<file path="config.mk">
export PLATFORM = sky130hd
export DESIGN_NAME = ud_count_ctrl_flat
export DESIGN_NICKNAME = d
export VERILOG_FILES = /design/src/rtl/ud_count_ctrl_if.sv /design/src/rtl/ud_count_ctrl.sv /design/src/flat_wrapper.sv
export SDC_FILE = /design/constraint.sdc
export NUM_CORES = 1
export LEC_CHECK = 0
export CORE_MARGIN = 4
export CORE_UTILIZATION = 61
export CTS_BUF_LIST = sky130_fd_sc_hd__clkbuf_4
export DETAILED_ROUTE_END_ITERATION = 10
export PLACE_DENSITY = 0.87
export SYNTH_ARGS = -nofsm -noshare
export SYNTH_HDL_FRONTEND = slang
export SYNTH_SLANG_ARGS = --single-unit
</file>
<file path="constraint.sdc">
create_clock -name clk -period 4.75 [get_ports clk]
set_clock_uncertainty 0.2 [all_clocks]
set_input_delay 0.475 -clock clk [delete_from_list [all_inputs] [get_ports clk]]
set_output_delay 0.475 -clock clk [all_outputs]
set_load 0.005 [all_outputs]
</file>
<file path="src/rtl/ud_count_ctrl_if.sv">
// Command/status bundle for the bounded up/down count controller.
// The slave side is the controller; the master side is the surrounding sequencer.
interface ud_count_ctrl_if #(
  parameter int WIDTH = 4
);
  logic             start;
  logic             stop;
  logic             pause;
  logic [1:0]       mode;
  logic [WIDTH-1:0] lo;
  logic [WIDTH-1:0] hi;
  logic [WIDTH-1:0] count;
  logic             ud;
  logic             busy;
  logic             done;
  logic             err;

  modport master (
    output start, stop, pause, mode, lo, hi,
    input  count, ud, busy, done, err
  );

  modport slave (
    input  start, stop, pause, mode, lo, hi,
    output count, ud, busy, done, err
  );
endinterface

</file>
<file path="src/rtl/ud_count_ctrl.sv">
// Bounded, commandable up/down counter: steps COUNT between latched LO/HI bounds
// in one-shot, ping-pong or wrap mode, with stop/pause control and done/err pulses.
//
// state      | meaning
// -----------+------------------------------------------------------------
// S_IDLE     | waiting for START; COUNT/UD hold their last values
// S_RUN_UP   | stepping COUNT upward towards HI
// S_RUN_DOWN | stepping COUNT downward towards LO
// S_PAUSED   | frozen; resume_up_q holds the run direction to return to
module ud_count_ctrl #(
  parameter int WIDTH = 4
) (
  input logic            clk,
  input logic            rst,
  ud_count_ctrl_if.slave bus_if
);

  typedef enum logic [1:0] {
    S_IDLE     = 2'd0,
    S_RUN_UP   = 2'd1,
    S_RUN_DOWN = 2'd2,
    S_PAUSED   = 2'd3
  } state_t;

  localparam logic [1:0]       M_UP   = 2'b00;
  localparam logic [1:0]       M_DOWN = 2'b01;
  localparam logic [1:0]       M_PING = 2'b10;
  localparam logic [1:0]       M_WRAP = 2'b11;
  localparam logic [WIDTH-1:0] ONE    = WIDTH'(1);

  state_t           state_q, state_d;
  logic [WIDTH-1:0] count_q, count_d;
  logic [WIDTH-1:0] lo_q, lo_d;
  logic [WIDTH-1:0] hi_q, hi_d;
  logic [1:0]       mode_q, mode_d;
  logic             ud_q, ud_d;
  logic             resume_up_q, resume_up_d;
  logic             done_q, done_d;
  logic             err_q, err_d;

  logic             dir_up;
  state_t           step_state;
  logic [WIDTH-1:0] step_count;
  logic             step_ud;
  logic             step_done;

  always_ff @(posedge clk or posedge rst) begin
    if (rst) begin
      state_q     <= S_IDLE;
      count_q     <= '0;
      lo_q        <= '0;
      hi_q        <= '0;
      mode_q      <= M_UP;
      ud_q        <= 1'b1;
      resume_up_q <= 1'b1;
      done_q      <= 1'b0;
      err_q       <= 1'b0;
    end else begin
      state_q     <= state_d;
      count_q     <= count_d;
      lo_q        <= lo_d;
      hi_q        <= hi_d;
      mode_q      <= mode_d;
      ud_q        <= ud_d;
      resume_up_q <= resume_up_d;
      done_q      <= done_d;
      err_q       <= err_d;
    end
  end

  // One count step in the active direction; shared by the run states and by
  // the resume edge out of S_PAUSED, so a pause costs exactly its own cycles.
  assign dir_up = (state_q == S_RUN_UP) || ((state_q == S_PAUSED) && resume_up_q);

  always_comb begin
    step_state = dir_up ? S_RUN_UP : S_RUN_DOWN;
    step_count = count_q;
    step_ud    = dir_up;
    step_done  = 1'b0;
    if (dir_up) begin
      if (count_q != hi_q) begin
        step_count = count_q + ONE;
      end else begin
        case (mode_q)
          M_WRAP: begin
            step_count = lo_q;
            step_done  = 1'b1;
          end
          M_PING: begin
            step_state = S_RUN_DOWN;
            step_ud    = 1'b0;
            if (lo_q != hi_q) step_count = hi_q - ONE;
          end
          default: begin
            step_state = S_IDLE;
            step_done  = 1'b1;
          end
        endcase
      end
    end else begin
      if (count_q != lo_q) begin
        step_count = count_q - ONE;
      end else begin
        case (mode_q)
          M_PING: begin
            step_state = S_RUN_UP;
            step_ud    = 1'b1;
            step_done  = 1'b1;
            if (lo_q != hi_q) step_count = lo_q + ONE;
          end
          default: begin
            step_state = S_IDLE;
            step_done  = 1'b1;
          end
        endcase
      end
    end
  end

  always_comb begin
    state_d     = state_q;
    count_d     = count_q;
    lo_d        = lo_q;
    hi_d        = hi_q;
    mode_d      = mode_q;
    ud_d        = ud_q;
    resume_up_d = resume_up_q;
    done_d      = 1'b0;
    err_d       = 1'b0;

    case (state_q)
      S_IDLE: begin
        if (!bus_if.stop && bus_if.start) begin
          if (bus_if.lo > bus_if.hi) begin
            err_d = 1'b1;
          end else begin
            lo_d   = bus_if.lo;
            hi_d   = bus_if.hi;
            mode_d = bus_if.mode;
            if (bus_if.mode == M_DOWN) begin
              count_d = bus_if.hi;
              ud_d    = 1'b0;
              state_d = S_RUN_DOWN;
            end else begin
              count_d = bus_if.lo;
              ud_d    = 1'b1;
              state_d = S_RUN_UP;
            end
          end
        end
      end

      S_RUN_UP, S_RUN_DOWN: begin
        if (bus_if.stop) begin
          state_d = S_IDLE;
        end else if (bus_if.pause) begin
          state_d     = S_PAUSED;
          resume_up_d = (state_q == S_RUN_UP);
        end else begin
          state_d = step_state;
          count_d = step_count;
          ud_d    = step_ud;
          done_d  = step_done;
        end
      end

      S_PAUSED: begin
        if (bus_if.stop) begin
          state_d = S_IDLE;
        end else if (!bus_if.pause) begin
          state_d = step_state;
          count_d = step_count;
          ud_d    = step_ud;
          done_d  = step_done;
        end
      end

      default: state_d = S_IDLE;
    endcase
  end

  assign bus_if.count = count_q;
  assign bus_if.ud    = ud_q;
  assign bus_if.busy  = (state_q != S_IDLE);
  assign bus_if.done  = done_q;
  assign bus_if.err   = err_q;

endmodule

</file>
<file path="src/flat_wrapper.sv">
// flat-port wrapper written by rule: the top's interface ports become plain ports
module ud_count_ctrl_flat 
#(
  parameter int WIDTH = 4
)
  (clk, rst, bus_if_start, bus_if_stop, bus_if_pause, bus_if_mode, bus_if_lo, bus_if_hi, bus_if_count, bus_if_ud, bus_if_busy, bus_if_done, bus_if_err);
  ud_count_ctrl_if #(.WIDTH(WIDTH)) bus_if_i ();
  input logic clk;
  input logic rst;
  input wire logic [$bits(bus_if_i.start)-1:0] bus_if_start;
  input wire logic [$bits(bus_if_i.stop)-1:0] bus_if_stop;
  input wire logic [$bits(bus_if_i.pause)-1:0] bus_if_pause;
  input wire logic [$bits(bus_if_i.mode)-1:0] bus_if_mode;
  input wire logic [$bits(bus_if_i.lo)-1:0] bus_if_lo;
  input wire logic [$bits(bus_if_i.hi)-1:0] bus_if_hi;
  output wire logic [$bits(bus_if_i.count)-1:0] bus_if_count;
  output wire logic [$bits(bus_if_i.ud)-1:0] bus_if_ud;
  output wire logic [$bits(bus_if_i.busy)-1:0] bus_if_busy;
  output wire logic [$bits(bus_if_i.done)-1:0] bus_if_done;
  output wire logic [$bits(bus_if_i.err)-1:0] bus_if_err;
  assign bus_if_i.start = bus_if_start;
  assign bus_if_i.stop = bus_if_stop;
  assign bus_if_i.pause = bus_if_pause;
  assign bus_if_i.mode = bus_if_mode;
  assign bus_if_i.lo = bus_if_lo;
  assign bus_if_i.hi = bus_if_hi;
  assign bus_if_count = bus_if_i.count;
  assign bus_if_ud = bus_if_i.ud;
  assign bus_if_busy = bus_if_i.busy;
  assign bus_if_done = bus_if_i.done;
  assign bus_if_err = bus_if_i.err;
  ud_count_ctrl #(.WIDTH(WIDTH)) u_core (.clk(clk), .rst(rst), .bus_if(bus_if_i));
endmodule
</file>
# After elaboration in Yosys (flattened, before gate mapping)
# Index checks and enable logic that the tools add are counted.
# classes
n_addsub,4
n_lt_le_gt_ge,1
n_eq_ne,18
mux,47
n_bitwise,2
reduce_logical,13
# ops
operator,n
2-to-1 mux 4 bit,11
2-to-1 mux 2 bit,11
2-to-1 mux 1 bit,20
one-hot mux 4 bit (2 select lines),2
inequality test 4 bit,3
inequality test 5 bit (second input constant),2
AND reduction 3 bit,3
adder 4 x 1 -> 4 bit (second input constant),2
== test 2 bit (second input constant),4
inequality test 4 x 1 -> 1 bit (second input constant),2
AND reduction 8 bit,1
subtractor 4 x 1 -> 4 bit (second input constant),2
inequality test 2 bit (second input constant),3
one-hot mux 2 bit (3 select lines),1
== test 2 x 1 -> 1 bit (second input constant),2
> comparator 4 bit,1
one-hot mux 2 bit (2 select lines),1
AND reduction 4 bit,1
inequality test 3 bit (second input constant),1
OR reduction 3 bit,1
logical AND 1 bit,2
logical NOT 2 bit,1
inequality test 2 x 1 -> 1 bit (second input constant),1
inverter 1 bit,2
5 further kinds,5
# word_totals
ff_bits,20
input_bits,15
out_inout_bits,8
elab_cells,94

# Longest topological paths before layout
# Gate-level depths: netlist of the first run.
# depth
ltp_word,10
mapped_depth,9
mapped_depth_nobuf,7

# Worst setup path after synthesis of the first run
# OpenSTA, ideal clock, no wires.
# synth_path
kind,in2reg
from,input bus_if_hi[3]
to,"register u_core.count_q[0], in the netlist u_core.bus_if.count[0]"
setup_ps,120
arrival_time_ps,2120
required_time_ps,4430
slack_ps,2310
cell_stages,8
path_buffers,1
path_cell_list,inv_1 > ha_1 > and4b_1 > a2111o_1 > and2_4 > buf_6 > a221o_1 > o211a_1
# synth_via
elab_chain_len,3
# synth_rtl
item,line_no,rtl
from (decl),flat_wrapper.sv:15,input wire logic [$bits(bus_if_i.hi)-1:0] bus_if_hi;
> comparator 4 bit,ud_count_ctrl.sv:134,if (bus_if.lo > bus_if.hi) begin
inequality test 2 bit (no line),--,
AND reduction 8 bit (no line),--,
to (signal assigned),ud_count_ctrl.sv:60,count_q <= count_d;
to (decl),ud_count_ctrl.sv:32,"logic [WIDTH-1:0] count_q, count_d;"
# Every way passes these cells.
# A chain may end at the register's enable or synchronous reset.

# Worst setup path after layout of the first run
# layout_path
from,register u_core.state_q[0]
to,output bus_if_busy
# layout_via
elab_chain_len,1
# layout_rtl
item,line_no,rtl
from (decl),ud_count_ctrl.sv:31,"state_t state_q, state_d;"
from (signal assigned),ud_count_ctrl.sv:59,state_q <= state_d;
nonzero test 2 bit,ud_count_ctrl.sv:184,assign bus_if.busy = (state_q != S_IDLE);
to (decl),flat_wrapper.sv:18,output wire logic [$bits(bus_if_i.busy)-1:0] bus_if_busy;
# Every way passes these cells.

==> metrics, run 1 <==
layout cells sized above 1=8.96%; clock sink count=20; Synth Instances=around 190; CTS resizes=0; worst hold margin=around 330 ps; Worst slew margin=roughly half; hold crit path type=reg2reg; power share of the combinational group=between 60% and 70%; PD cells=633 mW/mm^2; core area=~0.0026 sq mm; DR vias=approximately 1,500; Arr. time, crit path=2190 ps; Seq pwr share=about a third; DIE AREA=about 0.0037 sq mm; largest net degree at the start of global routing=21; Post-synth EDFFs=0; clock power share=under 10%; Tot GR Track Use=a little under a quarter; M2 GR Usage=41.7%; worst hold path depth=2; CP Data Required Time=a little over 4000 ps; I/O Buffers=22; cts bufs inserted=3; global-route wire length before repair=roughly 6.6 mm; RSZ-0062 raised after global routing=no; GR Util met1=around 30%; ant diodes=0; syn nets=212; DRC errors left=0; # Max-Cap Violations=0; io pins=23; global routing's busiest layer=met2; Wirelength per Cell=roughly 17 microns; Max Freq=349 MHz; Crit. End Element=output port; Initial Util=between 60% and 70%; Clock Tree Root=clkbuf_4; antenna violations before repair=0; Ys Warns=0; P_sw=around 560 uW; Net Sw Frac=46.4%; Post-CTS Setup Repair Bufs=0; delay-heaviest family, CP=buffers and inverters; vias per cell=6.37; deepest clock path buffer count=2; sequential share of the synthesized area=around 30%; Die W=~61 microns; Syn Std Cell Area=around 0.0017 sq mm; async set-reset flop share out of synthesis=100%; met3 usage=under 10%; vias in the first global route=approximately 1,500; Chip Height=around 61 microns; TNS Setup=0 ps; minimum clock period=about 2900 ps; NumNets Final=228; CP bufs+invs=3; Synth Register Bits=20; PnR worst setup slack=around 1900 ps; top fanout value on the critical path=12; leading cell type in the layout, fill and taps excluded=clkdlybuf4s50_1; DRT Wirelength=3.92 mm; ANT nets after route=0; startpoint types=flip-flop; fill count=approximately 200; outcome=finished clean; Setup Slack @ Placement=between 1500 and 2000 ps; Worst Tran Pin Value=about 770 ps; number of cells on the critical path=4; clk slew on worst S/H paths=approximately 120 ps; Crit path largest cell delay=about 540 ps; CTS tree=done; CTS Hold Buffers Added=0; P_leak=between 0.0008 and 0.0009 uW; drt initial violations=77; Avg Inst Size Synth=9.11 sq um; worst path cell trace=inv_1 > ha_1 > clkinv_1 > clkdlybuf4s50_1; pins over their slew limit=0; Area Growth Syn to Fin=13.1%; final setup vio count=0; Pre-antenna DRT Iters=6; Rows=18; Setup CP Type=reg2out; Hold Vio Cnt, Final=0; Distinct cells, synth=50; Tcrit/Tclk final=around 60%; Worst R2R Path Depth=7; GP Congestion=around 0.97; commonest cells after routing, fill and taps aside=clkdlybuf4s50_1, dfrtp_1, nand2_1; GR Overflow Total=0; H-Tree Level Count=1; P_int=approximately 650 uW; dpl hpwl=slightly above 3 mm; insertion delay to the later sink of the worst-skew pair=about 300 ps; Main synth FF type=dfrtp_1; CP max-delay cell=clkdlybuf4s50_1; worst vdd ir=around 0.48 mV
-- cell type report --
cell class	instances	area [sq um]	share of cell area [%]
sequential	20	503	26.3
clock buffer	3	22.5	1.18
clock inverter	1	3.75	0.196
multi-input combinational	139	1070	55.8
timing repair buffer	22	220	11.5
tap	30	37.5	1.96
inverter	16	60.1	3.14
-- per-stage QoR --
step	utilization (%)	total power, uW	std cells	instance area, sq um
2_1_floorplan	-	930	186	1690
3_3_place_gp	73.6	1090	227	1890
3_5_place_dp	73.6	1120	227	1890
4_1_cts	74.6	1200	231	1920
5_1_grt	74.6	1310	231	1920
6_report	74.6	1210	231	1920
-- flip-flops by register name (all words and copies together) (netlist names) --
register	flops
u_core.bus_if.count	4
u_core.hi_q	4
u_core.lo_q	4
u_core.mode_q	2
u_core.state_q	2
u_core.bus_if.done	1
u_core.bus_if.err	1
u_core.bus_if.ud	1
u_core.resume_up_q	1
-- worst min-delay path, cell delays in order, from the launching register on --
cell	delay [ps]
dfstp_2	390
nor2_1	100
a31oi_1	50
-- routing by layer --
metal | part of all wire (%) | up-vias | wire [microns]
li1 | - | 703 | -
met1 | 41 | 674 | 1590
met3 | 7.0 | 16 | 276
met2 | 49 | 78 | 1920
met4 | 3.3 | 0 | 131
met5 | 0 | - | 0
-- cells in the mapped netlist, types with 3 or more instances --
cell type,instances,area share (%)
xnor2_1,13,6.7
buf_2,5,1.5
ha_1,11,8.1
a211oi_1,3,1.3
xor2_1,7,3.6
dfrtp_1,18,27
mux2_2,8,5.3
nor2_1,9,2.0
nand3_1,4,1.2
nor3_1,4,1.2
inv_1,15,3.3
nand2b_1,4,1.5
o21ai_0,5,1.5
o211ai_1,5,2.2
clkbuf_1,4,0.89
a21oi_1,4,1.2
mux2i_1,8,4.7
a21o_1,3,1.3
nand2_1,17,3.8
-- worst paths after layout --
kind                                          startpoint                                 end  slack (ps)
max reg2reg                u_core.state_q[0]$_DFFE_PP0P_  u_core.bus_if.count[0]$_DFFE_PP0P_        2260
max                        u_core.state_q[0]$_DFFE_PP0P_                         bus_if_busy        1880
min                         u_core.bus_if.ud$_DFFE_PP1P_        u_core.bus_if.ud$_DFFE_PP1P_         330
min in group asynchronous                            rst          u_core.lo_q[0]$_DFFE_PP0P_         390
min reg2reg                 u_core.bus_if.ud$_DFFE_PP1P_        u_core.bus_if.ud$_DFFE_PP1P_         330
max in group asynchronous                            rst  u_core.bus_if.count[0]$_DFFE_PP0P_        3480
-- cell families (layout without fill, tap and decap cells) --
kind of cell / after synthesis / after routing / share of synthesized area [%]
buf+inv: 27 / 42 / 7.24
fa+ha+maj: 11 / 11 / 8.12
flops: 20 / 20 / 29.7
mux: 18 / 18 / 11.8
simple gates: 49 / 49 / 14.6
xor+xnor: 20 / 20 / 10.3
compound gates: 41 / 41 / 18.2
-- power by group through the flow --
stage	Combinational (uW)	Clock [uW]	Sequential, uW
detailed placement	727	0	390
global route	816	94.0	401
global placement	702	0	384
finish	739	84.7	389
CTS	732	85.5	386
floorplan	609	0	321
Power figures use the tool's default switching activity.
==> run 2, diff against run 1 <==
--- a/config.mk
+++ b/config.mk
@@ -6,10 +6,10 @@
 export NUM_CORES = 1
 export LEC_CHECK = 0
 export CORE_MARGIN = 4
-export CORE_UTILIZATION = 61
+export CORE_UTILIZATION = 57
 export CTS_BUF_LIST = sky130_fd_sc_hd__clkbuf_4
 export DETAILED_ROUTE_END_ITERATION = 10
-export PLACE_DENSITY = 0.87
+export PLACE_DENSITY = 0.82
 export SYNTH_ARGS = -nofsm -noshare
 export SYNTH_HDL_FRONTEND = slang
 export SYNTH_SLANG_ARGS = --single-unit
==> constraint.sdc (replaced) <==
create_clock -name clk -period 3 [get_ports clk]
set_clock_uncertainty 0.2 [all_clocks]
set_input_delay 0.3 -clock clk [delete_from_list [all_inputs] [get_ports clk]]
set_output_delay 0.3 -clock clk [all_outputs]
set_load 0.005 [all_outputs]
==> metrics, run 2 (same netlist as run 1, synthesis figures left out) <==
Worst slew margin=49.1% (+0.15 points); leading cell type in the layout, fill and taps excluded=clkdlybuf4s50_1; DRC errors left=0 (unchanged); Crit path largest cell delay=540 ps (about the same); I/O Buffers=22 (unchanged); antenna violations before repair=0 (unchanged); CTS Hold Buffers Added=0 (unchanged); Clock Tree Root=clkbuf_4; Worst Tran Pin Value=763 ps (-2.31 ps); startpoint types=flip-flop; CP Data Required Time=2500 ps (-1570 ps); pins over their slew limit=0 (unchanged); GP Congestion=0.933 (-3.8%); Arr. time, crit path=2130 ps (-60 ps); Initial Util=60.4% (-5.6 points); Max Freq=roughly 380 MHz; drt initial violations=55 (-29%); clk slew on worst S/H paths=120 ps (about the same); GR Overflow Total=0 (unchanged); clock sink count=20 (unchanged); Pre-antenna DRT Iters=4 (-2); DIE AREA=0.00391 sq mm (+6.1%); global-route wire length before repair=7.10 mm (+7.2%); NumNets Final=228 (unchanged); Die W=62.5 microns (+3.0%); Post-CTS Setup Repair Bufs=0 (unchanged); FF/Latch Area=503 sq um (unchanged); core area=0.00281 sq mm (+9.3%); final setup vio count=0 (unchanged); worst path cell trace=inv_1 > ha_1 > clkinv_1 > clkdlybuf4s50_1; CTS resizes=0 (unchanged); DRT Wirelength=3.85 mm (-1.8%); io pins=23 (unchanged); H-Tree Level Count=1 (unchanged); hold crit path type=in2async; layout cells sized above 1=8.96% (unchanged); largest net degree at the start of global routing=21 (unchanged); vias per cell=6.26 (-1.7%); ANT nets after route=0 (unchanged); Tot GR Track Use=22.0% (-1.9 points); Chip Height=62.5 microns (+3.0%); Tcrit/Tclk final=between 80% and 90%; P_leak=0.000870 uW (unchanged); area occupied by multi-input gates=0.00107 sq mm (unchanged); Wirelength per Cell=16.6 microns (-2.2%); PD cells=994 mW/mm^2 (+57%); Area Growth Syn to Fin=13.1% (about the same); Hold Vio Cnt, Final=0 (unchanged); CP max-delay cell=clkdlybuf4s50_1; Crit. End Element=output port; Setup CP Type=reg2out; top fanout value on the critical path=12 (unchanged); insertion delay to the later sink of the worst-skew pair=310 ps (about the same); cts bufs inserted=3 (unchanged); deepest clock path buffer count=2 (unchanged); RSZ-0062 raised after global routing=no; CTS tree=done; # Max-Cap Violations=0 (unchanged); fin cells=232 (+0.43%); worst vdd ir=0.693 mV (+45%); commonest cells after routing, fill and taps aside=clkdlybuf4s50_1, dfrtp_1, nand2_1; fill count=237 (+17%); ant diodes=0 (unchanged); final core occ=68.3% (-6.3 points); outcome=finished clean; DR vias=1,452 (-1.3%); vias in the first global route=1,538 (+3.2%); Rows=19 (+1); dpl hpwl=3.06 mm (-1.5%); minimum clock period=2630 ps; TNS Setup=0 ps (unchanged); Placed Cells=228 (+0.44%)
## run 2: cell counts in the layout (fill, tap and decap cells not counted)
No cell type changed its count.
## run 2: power breakdown
group | internal, uW | switching (uW) | leakage (uW)
registers | 397 | 213 | 0.000241
clock network | 48.6 | 83.3 | 0.0000154
logic | 583 | 580 | 0.000613
## run 2: cell type report
type | instances | share of cell area [%]
clock buffers | 3 | 1.17
repair buffers | 22 | 11.5
flip-flops and latches | 20 | 26.2
clock inverters | 1 | 0.196
inverters | 16 | 3.13
multi-input cells | 139 | 55.7
well taps | 31 | 2.02
## run 2: through the flow
stage	power (uW)	setup WS, ps	hold slack, ps	cell area, sq um
2_1_floorplan	1470	735	62.3	1690
3_3_place_gp	1720	282	296	1890
3_5_place_dp	1770	206	297	1890
4_1_cts	1910	374	246	1920
5_1_grt	2100	210	302	1920
6_report	1910	372	215	1920
## run 2: worst paths after layout
| path | from | endpoint | slack [ps] | cells after the start |
|---|---|---|---|---|
| min in group clk | u_core.bus_if.ud$_DFFE_PP1P_ | u_core.bus_if.ud$_DFFE_PP1P_ | 310 | 2 |
| worst min register to register | u_core.bus_if.ud$_DFFE_PP1P_ | u_core.bus_if.ud$_DFFE_PP1P_ | 310 | 2 |
| max in group asynchronous | rst | u_core.bus_if.count[3]$_DFFE_PP0P_ | 1900 | 2 |
| worst min-delay path | rst | u_core.lo_q[3]$_DFFE_PP0P_ | 210 | 2 |
| worst max register to register | u_core.state_q[0]$_DFFE_PP0P_ | u_core.bus_if.count[0]$_DFFE_PP0P_ | 570 | 7 |
| worst max-delay path | u_core.state_q[0]$_DFFE_PP0P_ | bus_if_busy | 370 | 4 |
## run 2: routing by layer
layer  track usage (%)  vias up  part of all wire (%)
met3              2.88       15                   5.6
li1                  -      693                     -
met1              28.2      684                    43
met2              36.9       60                    48
met4              9.64        0                   3.2
met5                 0        -                     0
## run 2: worst max-delay path: cells and delay by family, from the launching register on
family / cells / cell delay [ps]
adders and majority gates: 1 / 430
DFF: 1 / 420
buffers and inverters: 3 / 980
